File: config.mk
export PLATFORM = sky130hd
export DESIGN_NAME = ysyx_22040088_fetch_flat
export DESIGN_NICKNAME = d
export VERILOG_FILES = /design/src/rtl/ysyx_22040088_fetch_if.sv /design/src/rtl/ysyx_22040088_fetch.sv /design/src/flat_wrapper.sv
export SDC_FILE = /design/constraint.sdc
export NUM_CORES = 1
export LEC_CHECK = 0
export ABC_AREA = 1
export ABC_CLOCK_PERIOD_IN_PS = 5000
export CAP_MARGIN = 5
export CORE_MARGIN = 5
export CORE_UTILIZATION = 40
export DETAILED_ROUTE_END_ITERATION = 8
export PLACE_DENSITY = 0.7
export SLEW_MARGIN = 20
export SYNTH_ARGS = -nofsm -noshare
export SYNTH_HDL_FRONTEND = slang
export SYNTH_SLANG_ARGS = --single-unit
File: constraint.sdc
create_clock -name clk -period 5 [get_ports clk]
set_input_delay 1 -clock clk [delete_from_list [all_inputs] [get_ports clk]]
set_output_delay 1 -clock clk [all_outputs]
set_load 0.005 [all_outputs]
File: src/rtl/ysyx_22040088_fetch_if.sv
// Fetch-stage bus bundle: instruction-memory request/response, EXU redirect and
// the decode-facing output register.
//
// Handshake rules: a request transfers on the rising edge where imem_req_valid
// and imem_req_ready are both 1. While valid is high and ready is low, the
// address does not change unless a redirect arrives. The output channel
// transfers when out_valid and out_ready are both 1. While waiting for
// out_ready, out_* hold their values. imem_resp_valid is a one-cycle strobe
// and has no ready.
interface ysyx_22040088_fetch_if #(
    parameter int XLEN   = 64,
    parameter int INST_W = 32
);
    logic              imem_req_valid;
    logic              imem_req_ready;
    logic [XLEN-1:0]   imem_req_addr;
    logic              imem_resp_valid;
    logic [INST_W-1:0] imem_resp_data;
    logic              imem_resp_err;
    logic              redirect_valid;
    logic [XLEN-1:0]   redirect_pc;
    logic              out_valid;
    logic              out_ready;
    logic [INST_W-1:0] out_inst;
    logic [XLEN-1:0]   out_pc;
    logic              out_err;

    // Fetch stage view
    modport master (
        output imem_req_valid, imem_req_addr,
        input  imem_req_ready,
        input  imem_resp_valid, imem_resp_data, imem_resp_err,
        input  redirect_valid, redirect_pc,
        output out_valid, out_inst, out_pc, out_err,
        input  out_ready
    );

    // Memory / EXU / IDU view
    modport slave (
        input  imem_req_valid, imem_req_addr,
        output imem_req_ready,
        output imem_resp_valid, imem_resp_data, imem_resp_err,
        output redirect_valid, redirect_pc,
        input  out_valid, out_inst, out_pc, out_err,
        output out_ready
    );
endinterface

File: src/rtl/ysyx_22040088_fetch.sv
// Instruction-fetch stage. It owns the fetch PC and keeps at most one memory
// request in flight. It delivers {pc, inst, err} to decode through a
// valid/ready output register. A redirect from EXU squashes any fetch that is
// still in flight.
module ysyx_22040088_fetch #(
    parameter int                XLEN     = 64,
    parameter int                INST_W   = 32,
    parameter logic [XLEN-1:0]   RESET_PC = 64'h0000_0000_8000_0000
) (
    input  logic                 clk,
    input  logic                 rst,
    ysyx_22040088_fetch_if.master fetch_bus,
    output logic [1:0]           o_dbg_state
);
    typedef enum logic [1:0] {
        S_REQ  = 2'd0,
        S_WAIT = 2'd1,
        S_HOLD = 2'd2
    } state_t;

    state_t            r_state;
    logic [XLEN-1:0]   r_pc;
    logic              r_kill;
    logic              r_out_valid;
    logic [INST_W-1:0] r_out_inst;
    logic [XLEN-1:0]   r_out_pc;
    logic              r_out_err;

    logic              w_aligned;
    logic              w_req_valid;
    logic              w_req_fire;

    assign w_aligned   = (r_pc[1:0] == 2'b00);
    assign w_req_valid = (r_state == S_REQ) && rst && w_aligned;
    assign w_req_fire  = w_req_valid && fetch_bus.imem_req_ready;

    assign fetch_bus.imem_req_valid = w_req_valid;
    assign fetch_bus.imem_req_addr  = r_pc;
    assign fetch_bus.out_valid      = r_out_valid;
    assign fetch_bus.out_inst       = r_out_inst;
    assign fetch_bus.out_pc         = r_out_pc;
    assign fetch_bus.out_err        = r_out_err;
    assign o_dbg_state              = r_state;

    // Fetch FSM: PC, squash flag and output register. A redirect always wins over pc+4.
    always_ff @(posedge clk) begin
        if (!rst) begin
            r_state     <= S_REQ;
            r_pc        <= RESET_PC;
            r_kill      <= 1'b0;
            r_out_valid <= 1'b0;
            r_out_inst  <= '0;
            r_out_pc    <= RESET_PC;
            r_out_err   <= 1'b0;
        end else begin
            case (r_state)
                S_REQ: begin
                    if (fetch_bus.redirect_valid) begin
                        // If the old address handshakes in this cycle, its
                        // response must still be absorbed and then dropped.
                        r_pc <= fetch_bus.redirect_pc;
                        if (w_req_fire) begin
                            r_state <= S_WAIT;
                            r_kill  <= 1'b1;
                        end
                    end else if (!w_aligned) begin
                        // A misaligned PC never reaches memory. It is reported as a fault.
                        r_state     <= S_HOLD;
                        r_out_valid <= 1'b1;
                        r_out_inst  <= '0;
                        r_out_err   <= 1'b1;
                        r_out_pc    <= r_pc;
                    end else if (w_req_fire) begin
                        r_state <= S_WAIT;
                        r_kill  <= 1'b0;
                    end
                end
                S_WAIT: begin
                    if (fetch_bus.imem_resp_valid) begin
                        if (r_kill || fetch_bus.redirect_valid) begin
                            r_kill  <= 1'b0;
                            r_state <= S_REQ;
                            if (fetch_bus.redirect_valid) begin
                                r_pc <= fetch_bus.redirect_pc;
                            end
                        end else begin
                            r_out_inst  <= fetch_bus.imem_resp_data;
                            r_out_err   <= fetch_bus.imem_resp_err;
                            r_out_pc    <= r_pc;
                            r_out_valid <= 1'b1;
                            r_state     <= S_HOLD;
                        end
                    end else if (fetch_bus.redirect_valid) begin
                        r_pc   <= fetch_bus.redirect_pc;
                        r_kill <= 1'b1;
                    end
                end
                S_HOLD: begin
                    if (fetch_bus.redirect_valid) begin
                        r_out_valid <= 1'b0;
                        r_pc        <= fetch_bus.redirect_pc;
                        r_state     <= S_REQ;
                    end else if (fetch_bus.out_ready) begin
                        r_out_valid <= 1'b0;
                        r_pc        <= r_pc + XLEN'(4);
                        r_state     <= S_REQ;
                    end
                end
                default: begin
                    r_state <= S_REQ;
                end
            endcase
        end
    end
endmodule

File: src/flat_wrapper.sv
// flat-port wrapper written by rule: the top's interface ports become plain ports
module ysyx_22040088_fetch_flat 
#(
    parameter int                XLEN     = 64,
    parameter int                INST_W   = 32,
    parameter logic [XLEN-1:0]   RESET_PC = 64'h0000_0000_8000_0000
)
  (clk, rst, o_dbg_state, fetch_bus_imem_req_valid, fetch_bus_imem_req_addr, fetch_bus_imem_req_ready, fetch_bus_imem_resp_valid, fetch_bus_imem_resp_data, fetch_bus_imem_resp_err, fetch_bus_redirect_valid, fetch_bus_redirect_pc, fetch_bus_out_valid, fetch_bus_out_inst, fetch_bus_out_pc, fetch_bus_out_err, fetch_bus_out_ready);
  ysyx_22040088_fetch_if #(.XLEN(XLEN), .INST_W(INST_W)) fetch_bus_i ();
  input  logic clk;
  input  logic rst;
  output logic [1:0] o_dbg_state;
  output wire logic [$bits(fetch_bus_i.imem_req_valid)-1:0] fetch_bus_imem_req_valid;
  output wire logic [$bits(fetch_bus_i.imem_req_addr)-1:0] fetch_bus_imem_req_addr;
  input wire logic [$bits(fetch_bus_i.imem_req_ready)-1:0] fetch_bus_imem_req_ready;
  input wire logic [$bits(fetch_bus_i.imem_resp_valid)-1:0] fetch_bus_imem_resp_valid;
  input wire logic [$bits(fetch_bus_i.imem_resp_data)-1:0] fetch_bus_imem_resp_data;
  input wire logic [$bits(fetch_bus_i.imem_resp_err)-1:0] fetch_bus_imem_resp_err;
  input wire logic [$bits(fetch_bus_i.redirect_valid)-1:0] fetch_bus_redirect_valid;
  input wire logic [$bits(fetch_bus_i.redirect_pc)-1:0] fetch_bus_redirect_pc;
  output wire logic [$bits(fetch_bus_i.out_valid)-1:0] fetch_bus_out_valid;
  output wire logic [$bits(fetch_bus_i.out_inst)-1:0] fetch_bus_out_inst;
  output wire logic [$bits(fetch_bus_i.out_pc)-1:0] fetch_bus_out_pc;
  output wire logic [$bits(fetch_bus_i.out_err)-1:0] fetch_bus_out_err;
  input wire logic [$bits(fetch_bus_i.out_ready)-1:0] fetch_bus_out_ready;
  assign fetch_bus_imem_req_valid = fetch_bus_i.imem_req_valid;
  assign fetch_bus_imem_req_addr = fetch_bus_i.imem_req_addr;
  assign fetch_bus_i.imem_req_ready = fetch_bus_imem_req_ready;
  assign fetch_bus_i.imem_resp_valid = fetch_bus_imem_resp_valid;
  assign fetch_bus_i.imem_resp_data = fetch_bus_imem_resp_data;
  assign fetch_bus_i.imem_resp_err = fetch_bus_imem_resp_err;
  assign fetch_bus_i.redirect_valid = fetch_bus_redirect_valid;
  assign fetch_bus_i.redirect_pc = fetch_bus_redirect_pc;
  assign fetch_bus_out_valid = fetch_bus_i.out_valid;
  assign fetch_bus_out_inst = fetch_bus_i.out_inst;
  assign fetch_bus_out_pc = fetch_bus_i.out_pc;
  assign fetch_bus_out_err = fetch_bus_i.out_err;
  assign fetch_bus_i.out_ready = fetch_bus_out_ready;
  ysyx_22040088_fetch #(.XLEN(XLEN), .INST_W(INST_W), .RESET_PC(RESET_PC)) u_core (.clk(clk), .rst(rst), .fetch_bus(fetch_bus_i), .o_dbg_state(o_dbg_state));
endmodule
* Word-level counts from Yosys, hierarchy flattened
Index checks and enable logic that the tools add are counted.
Word-level totals: bits in registers 165, latch bits 0, bits in writable memories 0, output and inout port bits 165, bits in read-only memories 0, memories 0
Operators by class: multipliers 0, shift operators 0, bitwise logic cells 0, divide/modulo/power cells 0, add/subtract/negate cells 1, $lt $le $gt $ge 0, equal/unequal tests 11, reductions and logical operators 13, mux-type cells 42
Operator list (count):
- $mux W64 | 9
- $pmux W64 S3 | 1
- $mux W32 | 4
- $pmux W64 S2 | 1
- $add A64 B3 Y64 const B | 1
- $pmux W32 S2 | 1
- $mux W1 | 15
- $mux W2 | 7
- $reduce_and A5 Y1 | 2
- $ne A2 B2 Y1 const B | 4
- $ne A3 B2 Y1 const B | 2
- $ne A3 B3 Y1 const B | 2
- $pmux W2 S3 | 1
- $reduce_and A6 Y1 | 1
- $logic_not A2 Y1 | 2
- $pmux W1 S2 | 2
- $logic_and A1 B1 Y1 | 3
- $pmux W1 S3 | 1
- $reduce_and A3 Y1 | 1
- $reduce_bool A3 Y1 | 1
- $eq A2 B1 Y1 const B | 1
- $eq A2 B2 Y1 const B | 1
- $ne A2 B1 Y1 const B | 1
- $reduce_and A2 Y1 | 1
- 2 further kinds | 2

* Depth between registers and ports, before layout
Gate-level depths: netlist of run 1.
depth after elaboration 8, depth in mapped cells 12

* Least setup slack after synthesis of run 1
No wires, ideal clock.
path kind input -> output, start point input port rst, end point output port fetch_bus_imem_req_valid, setup slack 2805 ps, cell stages on the path 2, arrival time 1195 ps, cell sequence inv_2 > nor2_1
Between the ends: longest elaborated chain between the ends 2
RTL lines:
- from (decl) | line flat_wrapper.sv:11 | input logic rst;
- $logic_and A1 B1 Y1 (2 in series) | line ysyx_22040088_fetch.sv:34 | assign w_req_valid = (r_state == S_REQ) && rst && w_aligned;
- to (decl) | line flat_wrapper.sv:13 | output wire logic [$bits(fetch_bus_i.imem_req_valid)-1:0] fetch_bus_imem_req_valid;
No other way between the ends.

* Worst setup path in the final report of run 1
start point register u_core.r_state[0], in the netlist u_core.o_dbg_state[0], end point register u_core.r_out_pc[1], in the netlist u_core.fetch_bus.out_pc[1]
Between the ends: longest elaborated chain between the ends 3, elaborated cells between the ends (all ways) 9, classes of those cells 5 x eq/ne; 1 x mux; 3 x reduce/logical
RTL lines:
- from (decl) | line ysyx_22040088_fetch.sv:21 | state_t r_state;
- from (signal assigned) | line ysyx_22040088_fetch.sv:48 | r_state <= S_REQ;
- from (signal assigned) | line ysyx_22040088_fetch.sv:63 | r_state <= S_WAIT;
- from (signal assigned) | line ysyx_22040088_fetch.sv:68 | r_state <= S_HOLD;
- $eq A2 B1 Y1 / $logic_not A2 Y1 (equally long branches) | line ysyx_22040088_fetch.sv:56 | case (r_state)
- $ne A2 B2 Y1 (no source line) / $reduce_bool A2 Y1 (equally long branches)
- $reduce_and A5 Y1 (no source line)
- to (signal assigned) | line ysyx_22040088_fetch.sv:72 | r_out_pc <= r_pc;
- to (signal assigned) | line ysyx_22040088_fetch.sv:89 | r_out_pc <= r_pc;
- to (decl) | line ysyx_22040088_fetch.sv:26 | logic [XLEN-1:0] r_out_pc;
Several ways; a longest one is shown, not always the timed one. A chain may end at the register's enable or synchronous reset.

==> out/summary.txt, run 1 <==
Status - complete, no violations
Yosys reg bits - 165
Final Cell Area - 12000 µm²
N_diodes - 0
I/O pins - 268
Max VDD drop - 0.227 mV
Post-synth top flop - dfxtp_1
CTS Hold Bufs - 0
Die width - 156 µm
H-tree Lvls - 4
Highest clock rate - 0.316 GHz
Vias - 9758
Post-CTS setup buffer count - 0
Nets - 1661
Final Max Slew Viols - 0
CTS Buf Count - 17
Slew HR - 0.266
DRT Pass-1 Iters - 8
DR vias/cell - 5.29
Post-CTS resize count - 0
Critical Path RT - 5.31 ns
Sequential area share after synthesis - 0.385
# rows - 53
Post-Synth XOR/XNOR Area - 0.0153
Total track usage - 0.267
Worst path arrival time - 3.48 ns
Average wire per standard cell - 18.1 µm
Placed cell area - 11300 µm²
Hold Path Class - register to register
Crit share post-route - 0.633
Skew final - 0.0123 ns
P&R area growth vs syn - 39.3%
Syn_nets - 1435
Antenna violations before repair - 1
DP HPWL - 24300 µm
Clock transition at path regs - 0.08 ns
Least-Margin Pin Slew - 1.10 ns
Simple-Gate Fraction of Synth Area - 0.322
Mapped Cells - 1331
Reg area - 3300 µm²
Clock Path Buffers - 2
Leakage power - 4.31 nW
Largest net degree at the start of global routing - 104
Compound-cell area share of the yosys netlist - 0.197
CP startpoint kind - register
Initial DRC Count - 856
Crit path time final - 3.17 ns
Total negative slack - 0 ns
PortBufs - 267
MaxCap Viol Count - 0
FFs w/ async S/R, synth - 0
Final Hold Viols - 0
Layout cell share with drive strength beyond 1 - 0.0382
Power Density - 300 nW/µm²
Skew-Pair Late Insertion Delay - 0.44 ns
Endpoint class of the critical path - register
Synthesized area - 8580 µm²
Class of the most critical setup path - register to register
Yosys cell types - 33
Die ar. - 24500 µm²
Global-route wire length before repair - 51800 µm
Core area - 21100 µm²
Multi-input gate area - 4600 µm²
DRT antenna net count - 0
Residual DRC - 0
Starting Density - 0.407
Clock root buffer master - clkbuf_16
DRT Wirelength - 33500 µm
Vias in the first global route - 9056
GRT overflow - 0
Routability Congestion - 0.952
Die H - 156 µm
CTS tree - built
Post-synthesis area per instance - 6.45 µm²
Fill cells - 2060
Post-synth EDFFs - 0
Yosys warnings - 0
Clk sinks - 165
RSZ-0062 raised after global routing - no
Synth Area in Adders - 0.00146
Final setup fails - 0
Critical path fanouts, max - 71
Largest family of logic cells by synthesized area - simple AND/OR/NAND/NOR gates
Post-synthesis mux area share - 0
critical path: stages (launching register included):
cell and delay [ns]:
dfxtp_1 0.42, inv_2 0.08, nor2_4 0.65, inv_2 0.12, or2_4 0.29, nand3_1 0.09
inv_2 0.04, nand2_2 0.07, clkinv_2 0.53, buf_12 0.46, o21ai_0 0.19, a21oi_1 0.06
cells in the mapped netlist, types with 4 or more instances:
cell type,count,share of area
o211ai_1,5,0.0044
nor3_1,7,0.0041
o21bai_1,5,0.0044
nand3_1,103,0.060
a21oi_1,135,0.079
o21ai_0,112,0.065
o21a_1,35,0.031
nand4_1,14,0.010
xnor2_1,4,0.0041
dfxtp_1,165,0.38
xor2_1,11,0.011
inv_1,87,0.038
clkbuf_1,30,0.013
buf_4,5,0.0044
nand2_1,351,0.15
buf_2,24,0.014
nor2_2,6,0.0044
buf_1,6,0.0026
o21ai_1,9,0.0052
inv_2,6,0.0026
nor2_1,189,0.083
registers in the layout (all words and copies together), names as in the netlist:
register,cells
u_core.fetch_bus.imem_req_addr,64
u_core.fetch_bus.out_pc,64
u_core.fetch_bus.out_inst,32
u_core.o_dbg_state,2
u_core.fetch_bus.out_err,1
u_core.fetch_bus.out_valid,1
u_core.r_kill,1
metal layers:
metal / GRT usage / routed length (µm)
met1: 0.365 / 14700
met2: 0.424 / 15300
met3: 0.0575 / 2590
met4: 0.0806 / 868
met5: 0 / 20
cells by family (layout without fill, tap and decap cells):
| logic type | count (synthesis) | after routing |
|---|---|---|
| and+or+nand+nor | 678 | 678 |
| AOI/OAI and AO/OA | 311 | 311 |
| DFF | 165 | 165 |
| buffers and inverters | 161 | 400 |
| xor gates and xnor gates | 15 | 15 |
| adders and majority gates | 1 | 1 |
metrics by stage:
stage | setup WS (ns) | power [W] | std cells | hold WS, ns | utilization
6_report | 1.83 | 0.00358 | 1845 | 0.465 | 0.567
5_1_grt | 1.46 | 0.00375 | 1845 | 0.487 | 0.567
4_1_cts | 1.81 | 0.00361 | 1845 | 0.466 | 0.567
3_5_place_dp | 1.59 | 0.00224 | 1813 | 0.455 | 0.538
3_3_place_gp | 1.66 | 0.00224 | 1813 | 0.450 | 0.538
2_1_floorplan | 2.81 | 0.00185 | 1331 | 0.460 | -
layout by cell type (no fill, tap or decap), drive strengths merged, types with 4 or more instances in the layout:
cell type	count
clkinv	9
nor3	7
a21oi	135
clkdlybuf4s50	266
clkbuf	17
o21bai	5
o211ai	5
nor2	197
or2	4
o21a	35
buf	9
dfxtp	165
xor2	11
inv	98
xnor2	4
o21ai	121
nand3	103
nand4	14
nand2	352
report_power, final:
group / leakage, nW / internal [W] / switching [W]
clock: 0.299 / 0.000721 / 0.000647
combinational: 2.66 / 0.000357 / 0.000324
sequential: 1.35 / 0.00142 / 0.000116
worst paths after layout:
check                                start                            end  slack, ns  cells past startpoint
max                  u_core.o_dbg_state[0]     u_core.fetch_bus.out_pc[1]       1.83                     11
min          u_core.fetch_bus.out_inst[20]  u_core.fetch_bus.out_inst[20]       0.46                      2
max reg2reg          u_core.o_dbg_state[0]     u_core.fetch_bus.out_pc[1]       1.83                     11
min reg2reg  u_core.fetch_bus.out_inst[20]  u_core.fetch_bus.out_inst[20]       0.46                      2
area by class of cell:
class                           count  share of cell area
Multi-Input combinational cell   1005               0.385
Sequential cell                   165               0.276
Timing Repair Buffer              275               0.229
Clock buffer                       17              0.0356
Inverter                           93              0.0293
Tap cell                          275              0.0288
Clock inverter                     15              0.0159
No activity file was read; power rests on OpenSTA's default activity.
==> run 2: changes to the inputs <==
--- a/config.mk
+++ b/config.mk
@@ -6,12 +6,12 @@
 export NUM_CORES = 1
 export LEC_CHECK = 0
 export ABC_AREA = 1
-export ABC_CLOCK_PERIOD_IN_PS = 5000
+export ABC_CLOCK_PERIOD_IN_PS = 2900
 export CAP_MARGIN = 5
 export CORE_MARGIN = 5
 export CORE_UTILIZATION = 40
 export DETAILED_ROUTE_END_ITERATION = 8
-export PLACE_DENSITY = 0.7
+export PLACE_DENSITY = 0.73
 export SLEW_MARGIN = 20
 export SYNTH_ARGS = -nofsm -noshare
 export SYNTH_HDL_FRONTEND = slang
==> constraint.sdc (replaced) <==
create_clock -name clk -period 2.9 [get_ports clk]
set_input_delay 0.58 -clock clk [delete_from_list [all_inputs] [get_ports clk]]
set_output_delay 0.58 -clock clk [all_outputs]
set_load 0.005 [all_outputs]
==> out/summary.txt, run 2 (synthesis results as in run 1) <==
Busiest grt layer - met2
Clock root buffer master - clkbuf_16
I/O pins - 268 (unchanged)
Endpoint class of the critical path - primary output
RSZ-0062 raised after global routing - no
Leakage power - 4.35 nW (+0.95%)
MaxCap Viol Count - 0 (unchanged)
Final Max Slew Viols - 0 (unchanged)
Nets - 1669 (+0.48%)
Critical R2R Launch - u_core.fetch_bus.imem_req_addr[3]
Starting Density - 0.407 (unchanged)
Clk sinks - 165 (unchanged)
Fill cells - 2070 (+0.49%)
Clock Path Buffers - 2 (unchanged)
Highest clock rate - 0.400 GHz
Worst path arrival time - 1.92 ns (-1.56 ns)
Residual DRC - 0 (unchanged)
Skew final - 0.0118 ns (-0.000467 ns)
Crit path time final - 2.50 ns
Initial DRC Count - 811 (-5.3%)
Most frequent cells in the layout - 351 x nand2_1, 266 x clkdlybuf4s50_1, 189 x nor2_1, 165 x dfxtp_1, 135 x a21oi_1
WHS - 0.464 ns (-0.00119 ns)
Critical Path RT - 2.32 ns (-2.99 ns)
Vias - 9749 (-0.092%)
Multi-input gate area - 4600 µm² (unchanged)
Die H - 156 µm (unchanged)
Skew-Pair Late Insertion Delay - 0.45 ns (about the same)
Least-Margin Pin Slew - 1.07 ns (-0.0333 ns)
Met3 usage - 0.0542 (-0.00332)
Total track usage - 0.262 (-0.00482)
Grt met1 use - 0.361 (-0.00322)
Post-CTS setup buffer count - 0 (unchanged)
Max VDD drop - 0.400 mV (+76%)
Die width - 156 µm (unchanged)
Slew HR - 0.289 (+0.0222)
Layout cell share with drive strength beyond 1 - 0.0431 (+0.00488)
Die ar. - 24500 µm² (unchanged)
Antenna violations before repair - 0 (-1)
Power Density - 519 nW/µm² (+73%)
DRT Wirelength - 33100 µm (-0.99%)
Clock transition at path regs - 0.07 ns (about the same)
P&R area growth vs syn - 40.3%
N_diodes - 0 (unchanged)
Routing usage on met2 - 0.417 (-0.00675)
Vias in the first global route - 9070 (+0.15%)
Post-CTS resize count - 0 (unchanged)
CTS Hold Bufs - 0 (unchanged)
Crit path launch - u_core.o_dbg_state[1]
H-tree Lvls - 4 (unchanged)
Crit path to - fetch_bus_imem_req_valid
GRT overflow - 0 (unchanged)
Global-route wire length before repair - 50900 µm (-1.7%)
DRT Pass-1 Iters - 5 (-3)
Critical path fanouts, max - 7 (-90%)
DP HPWL - 24600 µm (+0.92%)
Average wire per standard cell - 17.9 µm (-1.4%)
R2r endpoint - u_core.fetch_bus.imem_req_addr[50]
Final setup fails - 0 (unchanged)
Final Hold Viols - 0 (unchanged)
Reg area - 3300 µm² (unchanged)
DR vias/cell - 5.26 (-0.52%)
CP startpoint kind - register
Reg2Reg Depth - 10 (-1)
Class of the most critical setup path - register to primary output
CTS Buf Count - 17 (unchanged)
# rows - 53 (unchanged)
PortBufs - 267 (unchanged)
Routability Congestion - 0.951 (-0.15%)
R2r setup slk - 0.52 ns (-1.31 ns)
Status - complete, no violations
Core area - 21100 µm² (unchanged)
Hold Path Class - register to register
Total negative slack - 0 ns (unchanged)
Crit share post-route - 0.861
DRT antenna net count - 0 (unchanged)
CTS tree - built
Most common cell after layout, fill and taps aside - nand2_1
Largest net degree at the start of global routing - 110 (+5.8%)
## run 2: layer usage
metal  part of all wire  up-vias
met5                  0        -
met4              0.023        0
met3              0.074       49
met2               0.46      391
met1               0.44     4494
li1                   -     4815
## run 2: final cells by class
cell class / count / share of cell area
Multi-Input combinational cell: 1005 / 0.382
Sequential cell: 165 / 0.274
Timing Repair Buffer: 283 / 0.235
Clock buffer: 17 / 0.0353
Inverter: 93 / 0.0291
Tap cell: 275 / 0.0286
Clock inverter: 15 / 0.0160
## run 2: power breakdown
group          internal, W  switching (W)
logic             0.000628       0.000567
clock network      0.00131        0.00111
registers          0.00244       0.000195
total              0.00438        0.00187
## run 2: worst min path at each step
stage / start / endpoint / slack, ns / cells after the start
6_report: u_core.fetch_bus.out_inst[14] / u_core.fetch_bus.out_inst[14] / 0.46 / 2
5_1_grt: u_core.fetch_bus.out_inst[5] / u_core.fetch_bus.out_inst[5] / 0.49 / 2
4_1_cts: u_core.fetch_bus.out_inst[18] / u_core.fetch_bus.out_inst[18] / 0.47 / 2
3_5_place_dp: u_core.fetch_bus.out_inst[18] / u_core.fetch_bus.out_inst[18] / 0.45 / 2
3_3_place_gp: u_core.fetch_bus.out_inst[11] / u_core.fetch_bus.out_inst[11] / 0.45 / 2
2_1_floorplan: u_core.fetch_bus.out_inst[21] / u_core.fetch_bus.out_inst[21] / 0.46 / 2
## run 2: metrics by stage
step / setup WS, ns / area, µm² / total power, W / instances / util
after floorplan: 1.23 / 8580 / 0.00320 / 1331 / -
after global placement: 0.424 / 11400 / 0.00386 / 1821 / 0.542
after detailed placement: 0.355 / 11400 / 0.00388 / 1821 / 0.542
after CTS: 0.385 / 12000 / 0.00628 / 1853 / 0.571
after global routing: 0.250 / 12000 / 0.00653 / 1853 / 0.571
final: 0.403 / 12000 / 0.00625 / 1853 / 0.571
## run 2: worst max-delay path, stage by stage (launching register included)
cell             delay, ns
dfxtp_1               0.40
nor2_1                0.23
nand3_1               0.14
nor2_1                0.18
clkdlybuf4s50_1       0.53
